File: src/rtl/rst_seq.sv
// rst_seq: staged reset sequencer clocked by the buffered global clock.
// Waits for clock-source lock, holds for a stable interval, then releases
// active-high reset outputs one stage at a time (bit 0 first).
//
// Ports:
//   clk             buffered global clock
//   rst             asynchronous active-high reset (button / POR)
//   locked_i        clock-source lock, asynchronous to clk
//   soft_rst_req_i  synchronous soft-reset request (honoured only in RUN)
//   rst_out_o       staged active-high resets, bit 0 releases first
//   ready_o         high once every stage is released
//   lock_loss_cnt_o saturating 8-bit lock-loss event count
//                   (present only when RST_SEQ_LOCK_LOSS_CNT_EN is defined)
//
// Optional feature macro: RST_SEQ_LOCK_LOSS_CNT_EN
module rst_seq #(
  parameter int unsigned SYNC_STAGES = 2,
  parameter int unsigned HOLD_CYCLES = 1024,
  parameter int unsigned STAGE_GAP   = 16,
  parameter int unsigned NUM_STAGES  = 3
) (
  input  logic                  clk,
  input  logic                  rst,
  input  logic                  locked_i,
  input  logic                  soft_rst_req_i,
  output logic [NUM_STAGES-1:0] rst_out_o,
  output logic                  ready_o
`ifdef RST_SEQ_LOCK_LOSS_CNT_EN
  ,
  output logic [7:0]            lock_loss_cnt_o
`endif
);

  localparam int unsigned HOLD_W = (HOLD_CYCLES > 1) ? $clog2(HOLD_CYCLES) : 1;
  localparam int unsigned GAP_W  = (STAGE_GAP > 1) ? $clog2(STAGE_GAP) : 1;
  localparam int unsigned IDX_W  = (NUM_STAGES > 1) ? $clog2(NUM_STAGES) : 1;

  typedef enum logic [1:0] {
    WAIT_LOCK = 2'd0,
    HOLD      = 2'd1,
    RELEASE   = 2'd2,
    RUN       = 2'd3
  } state_e;

  state_e                  state_q, state_d;
  logic [SYNC_STAGES-1:0]  sync_q;
  logic                    locked_s;
  logic [HOLD_W-1:0]       hold_cnt_q, hold_cnt_d;
  logic [GAP_W-1:0]        gap_cnt_q, gap_cnt_d;
  logic [IDX_W-1:0]        stage_idx_q, stage_idx_d;
  logic [NUM_STAGES-1:0]   rst_out_q, rst_out_d;
  logic                    ready_q, ready_d;
  logic                    lock_loss;

  // Lock synchroniser: shift locked_i through SYNC_STAGES flops
  always_ff @(posedge clk or posedge rst) begin
    if (rst) begin
      sync_q <= '0;
    end else begin
      sync_q <= {sync_q[SYNC_STAGES-2:0], locked_i};
    end
  end

  assign locked_s = sync_q[SYNC_STAGES-1];

  // State and output registers
  always_ff @(posedge clk or posedge rst) begin
    if (rst) begin
      state_q     <= WAIT_LOCK;
      hold_cnt_q  <= '0;
      gap_cnt_q   <= '0;
      stage_idx_q <= '0;
      rst_out_q   <= '1;
      ready_q     <= 1'b0;
    end else begin
      state_q     <= state_d;
      hold_cnt_q  <= hold_cnt_d;
      gap_cnt_q   <= gap_cnt_d;
      stage_idx_q <= stage_idx_d;
      rst_out_q   <= rst_out_d;
      ready_q     <= ready_d;
    end
  end

  // Next-state and next-output logic; lock loss overrides everything but WAIT_LOCK
  always_comb begin
    state_d     = state_q;
    hold_cnt_d  = hold_cnt_q;
    gap_cnt_d   = gap_cnt_q;
    stage_idx_d = stage_idx_q;
    rst_out_d   = rst_out_q;
    ready_d     = ready_q;
    lock_loss   = 1'b0;

    unique case (state_q)
      WAIT_LOCK: begin
        rst_out_d   = '1;
        ready_d     = 1'b0;
        hold_cnt_d  = '0;
        gap_cnt_d   = '0;
        stage_idx_d = '0;
        if (locked_s) begin
          state_d = HOLD;
        end
      end

      HOLD: begin
        if (!locked_s) begin
          lock_loss = 1'b1;
        end else if (hold_cnt_q == HOLD_W'(HOLD_CYCLES - 1)) begin
          hold_cnt_d = '0;
          if (NUM_STAGES == 1) begin
            // Single stage: release and ready on the same edge
            rst_out_d = '0;
            ready_d   = 1'b1;
            state_d   = RUN;
          end else begin
            rst_out_d   = rst_out_q & ~NUM_STAGES'(1);
            gap_cnt_d   = '0;
            stage_idx_d = IDX_W'(1);
            state_d     = RELEASE;
          end
        end else begin
          hold_cnt_d = hold_cnt_q + HOLD_W'(1);
        end
      end

      RELEASE: begin
        if (!locked_s) begin
          lock_loss = 1'b1;
        end else if (gap_cnt_q == GAP_W'(STAGE_GAP - 1)) begin
          rst_out_d   = rst_out_q & ~(NUM_STAGES'(1) << stage_idx_q);
          gap_cnt_d   = '0;
          stage_idx_d = stage_idx_q + IDX_W'(1);
          if (stage_idx_q == IDX_W'(NUM_STAGES - 1)) begin
            ready_d = 1'b1;
            state_d = RUN;
          end
        end else begin
          gap_cnt_d = gap_cnt_q + GAP_W'(1);
        end
      end

      RUN: begin
        if (!locked_s) begin
          lock_loss = 1'b1;
        end else if (soft_rst_req_i) begin
          // Soft reset skips the lock wait and restarts the hold interval
          rst_out_d   = '1;
          ready_d     = 1'b0;
          hold_cnt_d  = '0;
          gap_cnt_d   = '0;
          stage_idx_d = '0;
          state_d     = HOLD;
        end
      end

      default: begin
        state_d = WAIT_LOCK;
      end
    endcase

    if (lock_loss) begin
      rst_out_d   = '1;
      ready_d     = 1'b0;
      hold_cnt_d  = '0;
      gap_cnt_d   = '0;
      stage_idx_d = '0;
      state_d     = WAIT_LOCK;
    end
  end

  assign rst_out_o = rst_out_q;
  assign ready_o   = ready_q;

`ifdef RST_SEQ_LOCK_LOSS_CNT_EN
  logic [7:0] lock_loss_cnt_q;

  // Saturating lock-loss event counter, cleared only by rst
  always_ff @(posedge clk or posedge rst) begin
    if (rst) begin
      lock_loss_cnt_q <= '0;
    end else if (lock_loss && (lock_loss_cnt_q != 8'hFF)) begin
      lock_loss_cnt_q <= lock_loss_cnt_q + 8'd1;
    end
  end

  assign lock_loss_cnt_o = lock_loss_cnt_q;
`endif

endmodule

File: config.mk
export PLATFORM = sky130hd
export DESIGN_NAME = rst_seq
export DESIGN_NICKNAME = d
export VERILOG_FILES = /design/src/rtl/rst_seq.sv
export SDC_FILE = /design/constraint.sdc
export NUM_CORES = 1
export LEC_CHECK = 0
export ABC_AREA = 1
export CORE_MARGIN = 10
export CORE_UTILIZATION = 59
export CTS_BUF_LIST = sky130_fd_sc_hd__clkbuf_4 sky130_fd_sc_hd__clkbuf_8 sky130_fd_sc_hd__clkbuf_16
export DETAILED_ROUTE_END_ITERATION = 8
export GPL_TIMING_DRIVEN = 0
export PLACE_DENSITY = 0.8
export REMOVE_ABC_BUFFERS = 1
export SETUP_SLACK_MARGIN = 0.5
export SLEW_MARGIN = 20
export SYNTH_ARGS = -nofsm -noshare
export SYNTH_HDL_FRONTEND = slang
export SYNTH_SLANG_ARGS = --single-unit
File: constraint.sdc
create_clock -name clk -period 1.8 [get_ports clk]
set_input_delay 0.27 -clock clk [delete_from_list [all_inputs] [get_ports clk]]
set_output_delay 0.27 -clock clk [all_outputs]
set_load 0.01 [all_outputs]
==> flow_summary.toml, run 1 <==
[outcome]
status = "finished, violations left"
violations = "setup timing"

[pwr]
power.switching_uw = 2100
p_int_uw = 2060
seqPwrFrac_pct = 19.3
power.density_nw_per_um2 = 1740
swShare_pct = 50.4
p_leak_uw = 0.00115
ir_drop_mv = 1.89
p_clk_share_pct = 10.4
pwr-share-comb_pct = 70.3

[global_route]
grt_use_met1_pct = 25.0
grt_pass1_vias = 1834
grt_use_met2_pct = 33.1
grt-ovfl-total = 0
gr-usage-all-layers_pct = 20.9
antenna_found_initial = 0
grtUsageMet3_pct = 4.60
grt-busiest-layer = "met2"
grt_max_degree = 25
grt_pass1_wl_um = 8710

[place]
dp_hpwl_um = 2450
globalplace.congestion = 0.816
post-place-cells = 255
post_dp_cell_area_sq_um = 1640
port_buffers = 7

[timing]
report.final.slew_viol_count = 0
max_freq_mhz = 503
relSlewSlack_pct = 34.6
period_needed_ns = 1.99
fin_crit_sh_pct = 110
holdWs_ns = 0.352
finClkSkew_ns = 0.00507
rsz0062_at_grt = "true"
tightest_slew_ns = 0.979
worst_slack_ns = -0.187
final_hold_viol_count = 0
tns_ns = -0.715
finalSetupViolCount = 8

[detailed_routing]
drtPass1Iterations = 9
avgRoutedWirePerCell_um = 28.2
drcViolationCount = 0
via_per_inst = 7.16
first_iter_violations = 404
drt-total-wl_um = 8380
antenna_left = 0
via_count = 2128

[logic_synthesis]
synth_common_cells = "nand2_1 (68), nor2_1 (28), inv_1 (25)"
netlist_instances = 220
ys.flop_type = "dfrtp_1"
ys_seq_elements = 24
synth_largest_area_cell = "dfrtp_1"
synth_edf_count = 0
ys_types = 23
syn_avg_cell_area_sq_um = 7.02
synth.most_common_cell = "nand2_1"
yosysTopAreaCellShare_pct = 34.0
ys_async_sr_fraction_pct = 100
ys_top_cells_by_area = "dfrtp_1 (34%), nand2_1 (17%), ha_1 (7.3%)"
ys_seq_area_share_pct = 39.1
synth_area_sq_um = 1550
ys.warnings.count = 0

[cts]
cts_tree = "built"
cts_buffers = 3
path_clk_slew_ns = 0.15
clock_tree.buffer_depth = 2
insertion_delay_ns = 0.36
clock_sinks = 24
root_buffer = "clkbuf_4"
ctsHtreeMaxLevel = 1

[job]
max_cap_violations = 0

[floorplanning]
row_count = 18
die_area_sq_um = 5070
coreArea_sq_um = 2480
die_y_um = 71.2
fp.dieW_um = 71.2
io-pin-count = 8
initial_core_util_pct = 62.4

[layout]
utilization_pct = 96.7
n_antenna_cell = 0
drive_gt1_share_pct = 45.7
syn2layout_area_growth_pct = 55.1
instances_no_fill = 297
fin_area_sq_um = 2400
finalNetCount = 281

[setup_path]
start_kind = "flop"
cp_top_family = "simple AND/OR/NAND/NOR gates"
slowest_delay_ns = 0.46
crit_path_end_kind = "flop"
worst_path_max_delay_cell = "dfrtp_1"
critical_path_class = "reg -> reg"
worstPathArrival_ns = 2.26
critPathRequiredTime_ns = 2.07
path_max_fanout = 8
path_cells = "inv_2 > ha_4 > inv_8 > nand2_4 > inv_2 > nand2_2 > nand2_2 > nor2_4 > buf_6 > nand3_1 > o21ai_1"
cp_num_buf_inv = 4

[min_path]
hp-class = "in -> reg"
-- power by group through the flow --
stage                     registers (uW)  clock network (uW)  logic, uW
after global routing                 806                 443       3010
after CTS                            750                 410       1970
after global placement               768                   0       1190
after floorplan                      781                   0        901
after detailed placement             778                   0       1240
final                                803                 432       2920
-- repair_timing --
item	CTS	global route
setup buffers	24	13
setup endpoints to repair	26	26
hold endpoints to repair	0	0
gates cloned	1	0
resized for setup	77	51
pin swaps	18	20
hold buffers	0	0
-- metal layers --
metal	up-vias	part of all wire, %
met5	-	0
met4	0	9.0
met3	101	14
met2	265	44
met1	967	33
li1	795	-
-- cell usage in the layout (no fill, tap or decap), types with 8 or more instances in the layout --
| cell type | instances |
|---|---|
| buf_4 | 30 |
| buf_6 | 9 |
| dfrtp_1 | 19 |
| inv_1 | 18 |
| nand2_1 | 42 |
| nand2_2 | 20 |
| nand2_4 | 9 |
| nand3_1 | 16 |
| nor2_1 | 16 |
| nor2_4 | 12 |
| o21ai_1 | 8 |
-- worst paths after layout --
check                                start            end  slack, ns  depth (start not counted)
worst max-delay path            state_q[0]  hold_cnt_q[0]      -0.19                         11
worst min-delay path              locked_i      sync_q[0]       0.35                          1
worst max register to register  state_q[0]  hold_cnt_q[0]      -0.19                         11
worst min register to register   sync_q[0]      sync_q[1]       0.37                          0
max in group asynchronous              rst      sync_q[1]       0.68                          2
min in group asynchronous              rst     state_q[0]       0.47                          2
-- worst reg2reg max path: stages (launching register included) --
cell and delay [ns]:
dfrtp_1 0.46, inv_2 0.14, ha_4 0.22, inv_8 0.07, nand2_4 0.09, inv_2 0.06
nand2_2 0.07, nand2_2 0.07, nor2_4 0.21, buf_6 0.19, nand3_1 0.14, o21ai_1 0.18
-- sequential cells by signal, indices dropped and copies added, names as in the netlist --
signal and cells:
state_q 2, rst_out_o 3, hold_cnt_q 10, ready_o 1, sync_q 2, stage_idx_q 2, gap_cnt_q 4
-- cell families (layout without fill, tap and decap cells) --
family | count (synthesis) | in the layout | share of synthesized area [%]
and+or+nand+nor | 139 | 140 | 39.4
buffers and inverters | 29 | 75 | 7.61
DFF | 24 | 24 | 39.1
AOI/OAI and AO/OA | 18 | 18 | 5.99
adders and majority gates | 9 | 9 | 7.29
xor gates and xnor gates | 1 | 1 | 0.567
-- metrics by stage --
step / setup slack (ns) / total power (uW)
CTS: 0.236 / 3130
finish: -0.187 / 4160
global placement: -0.0839 / 1960
detailed placement: -0.142 / 2020
global route: -0.209 / 4260
floorplan: 0.154 / 1680
-- cell type report --
| class | instances | area (sq um) |
|---|---|---|
| Sequential cell | 24 | 607 |
| Tap cell | 30 | 37.5 |
| Multi-Input combinational cell | 168 | 1200 |
| Clock inverter | 1 | 30.0 |
| Timing Repair Buffer | 44 | 387 |
| Fill cell | 48 | 81.3 |
| Clock buffer | 3 | 22.5 |
| Inverter | 27 | 116 |
(Power assumes the default switching activity.)
==> run 2, diff against run 1 <==
Settings changed: SLEW_MARGIN 20 to 10.
==> results of run 2 <==
The final DEF is identical to that of run 1; final timing and power are the same.
==> run 3, diff against run 2 <==
Settings changed: CAP_MARGIN from default to 40.
==> run 3 against run 2 <==
Against the previous run: the run now ends clean; global-route usage fell by 1.6 points; count of clock-buffer cells in the layout stayed put; core utilization shrank 7.9 points; clock skew increased by 0.012 ns; die area is the same; fmax increased by 17%; final area is 8.2% lower; sequential power fell by 3.6%; critical path type unchanged.
==> flow_summary.toml, run 3 (synthesis gave the netlist of run 1 again) <==
[outcome]
status = "finished clean"

[floorplanning]
fp.dieW_um = 71.2
die_area_sq_um = 5070
row_count = 18
die_y_um = 71.2
io-pin-count = 8
initial_core_util_pct = 62.4
coreArea_sq_um = 2480

[timing]
period_needed_ns = 1.69
report.final.slew_viol_count = 0
final_hold_viol_count = 0
relSlewSlack_pct = 67.9
finalSetupViolCount = 0
worst_slack_ns = 0.109
rsz0062_at_grt = "true"
max_freq_mhz = 591
fin_crit_sh_pct = 94.0
tightest_slew_ns = 0.481
holdWs_ns = 0.231
finClkSkew_ns = 0.0169

[layout]
instances_no_fill = 288
fillCellCount = 106
syn2layout_area_growth_pct = 42.3
final_common_cell = "nand2_1"
finalNetCount = 272
drive_gt1_share_pct = 36.4
largest_reg_flops = 10
final_cell_mix = "nand2_1 (53), nor2_1 (20), dfrtp_1 (20), buf_4 (20), inv_1 (18)"
largest-register = "hold_cnt_q"
n_antenna_cell = 0

[setup_path]
worstPathArrival_ns = 1.92
crit_path_end_kind = "flop"
critPathRequiredTime_ns = 2.03
start_kind = "flop"
critical_path_class = "reg -> reg"
path_max_fanout = 5

[global_route]
grt_pass1_wl_um = 8210
antenna_found_initial = 0
grt_pass1_vias = 1710
gr-usage-all-layers_pct = 19.4
grt_max_degree = 15
grt-ovfl-total = 0

[detailed_routing]
drtPass1Iterations = 6
drt-total-wl_um = 5350
first_iter_violations = 300
via_count = 1835
via_per_inst = 6.37
avgRoutedWirePerCell_um = 18.6
antenna_left = 0
drcViolationCount = 0

[cts]
cts_buffers = 3
insertion_delay_ns = 0.33
cts_tree = "built"
path_clk_slew_ns = 0.16
root_buffer = "clkbuf_4"
cts_hold_buffers = 0
ctsHtreeMaxLevel = 1
clock_tree.buffer_depth = 2
clock_sinks = 24

[pwr]
p_leak_uw = 0.00109
p_total_uw = 3540
ir_drop_mv = 1.19
power.density_nw_per_um2 = 1610

[place]
post-place-cells = 256
port_buffers = 7
dp_slack_ns = -0.119
dp_hpwl_um = 2450
globalplace.congestion = 0.816

[min_path]
hp-class = "in -> async"

[job]
max_cap_violations = 0
-- run 3: worst max-delay path, cell delays in order, from the launching register on --
cell and delay [ns]:
dfrtp_1 0.46, inv_2 0.09, ha_4 0.21, inv_8 0.09
nand2_8 0.07, nand2_4 0.08, nand2_4 0.07, buf_4 0.14
buf_6 0.11, nor2_4 0.08, nand3_2 0.07, nand2_1 0.07
nand2_1 0.05
-- run 3: repair_timing --
item / 4_1_cts / 5_1_grt
resized for setup: 76 / 18
setup endpoints to repair: 26 / 26
buffers inserted: 22 / 5
gates cloned: 1 / 0
pin swaps: 21 / 14
-- run 3: report_power, final --
group          switching [uW]  internal (uW)  total, uW
Sequential               98.4            676        774
Combinational            1380            975       2360
Clock                     184            225        410
-- run 3: through the flow --
stage | TNS, ns | cell area [sq um] | util [%]
finish | 0 | 2200 | 88.8
global route | -0.0178 | 2200 | 88.8
CTS | 0 | 2080 | 84.0
detailed placement | -0.562 | 1650 | 66.7
global placement | -0.271 | 1640 | 66.1
floorplan | 0 | 1530 | -
-- run 3: final timing paths --
check / cells past startpoint / slack, ns / endpoint / startpoint
min: 2 / 0.23 / gap_cnt_q[2] / rst
max reg2reg: 12 / 0.11 / ready_o / state_q[0]
max: 12 / 0.11 / ready_o / state_q[0]
max in group asynchronous: 3 / 1.09 / state_q[1] / rst
min in group clk: 1 / 0.36 / sync_q[0] / locked_i
min reg2reg: 0 / 0.39 / sync_q[1] / sync_q[0]
-- run 3: layout make-up --
type / instances / area [sq um] / share of cell area (%)
clock buffers: 3 / 22.5 / 1.02
clock inverters: 1 / 30.0 / 1.37
inverters: 27 / 114 / 5.18
multi-input cells: 168 / 1060 / 48.4
flip-flops and latches: 24 / 606 / 27.5
well taps: 30 / 37.5 / 1.71
repair buffers: 35 / 327 / 14.8
-- run 3: routing by layer --
layer | routed length [um] | part of all wire [%] | track usage (%) | vias to the layer above
met4 | 248 | 4.6 | 7.10 | 0
met1 | 1960 | 37 | 23.8 | 844
met5 | 0 | 0 | 0 | -
li1 | - | - | - | 779
met2 | 2560 | 48 | 33.0 | 166
met3 | 582 | 11 | 3.07 | 46
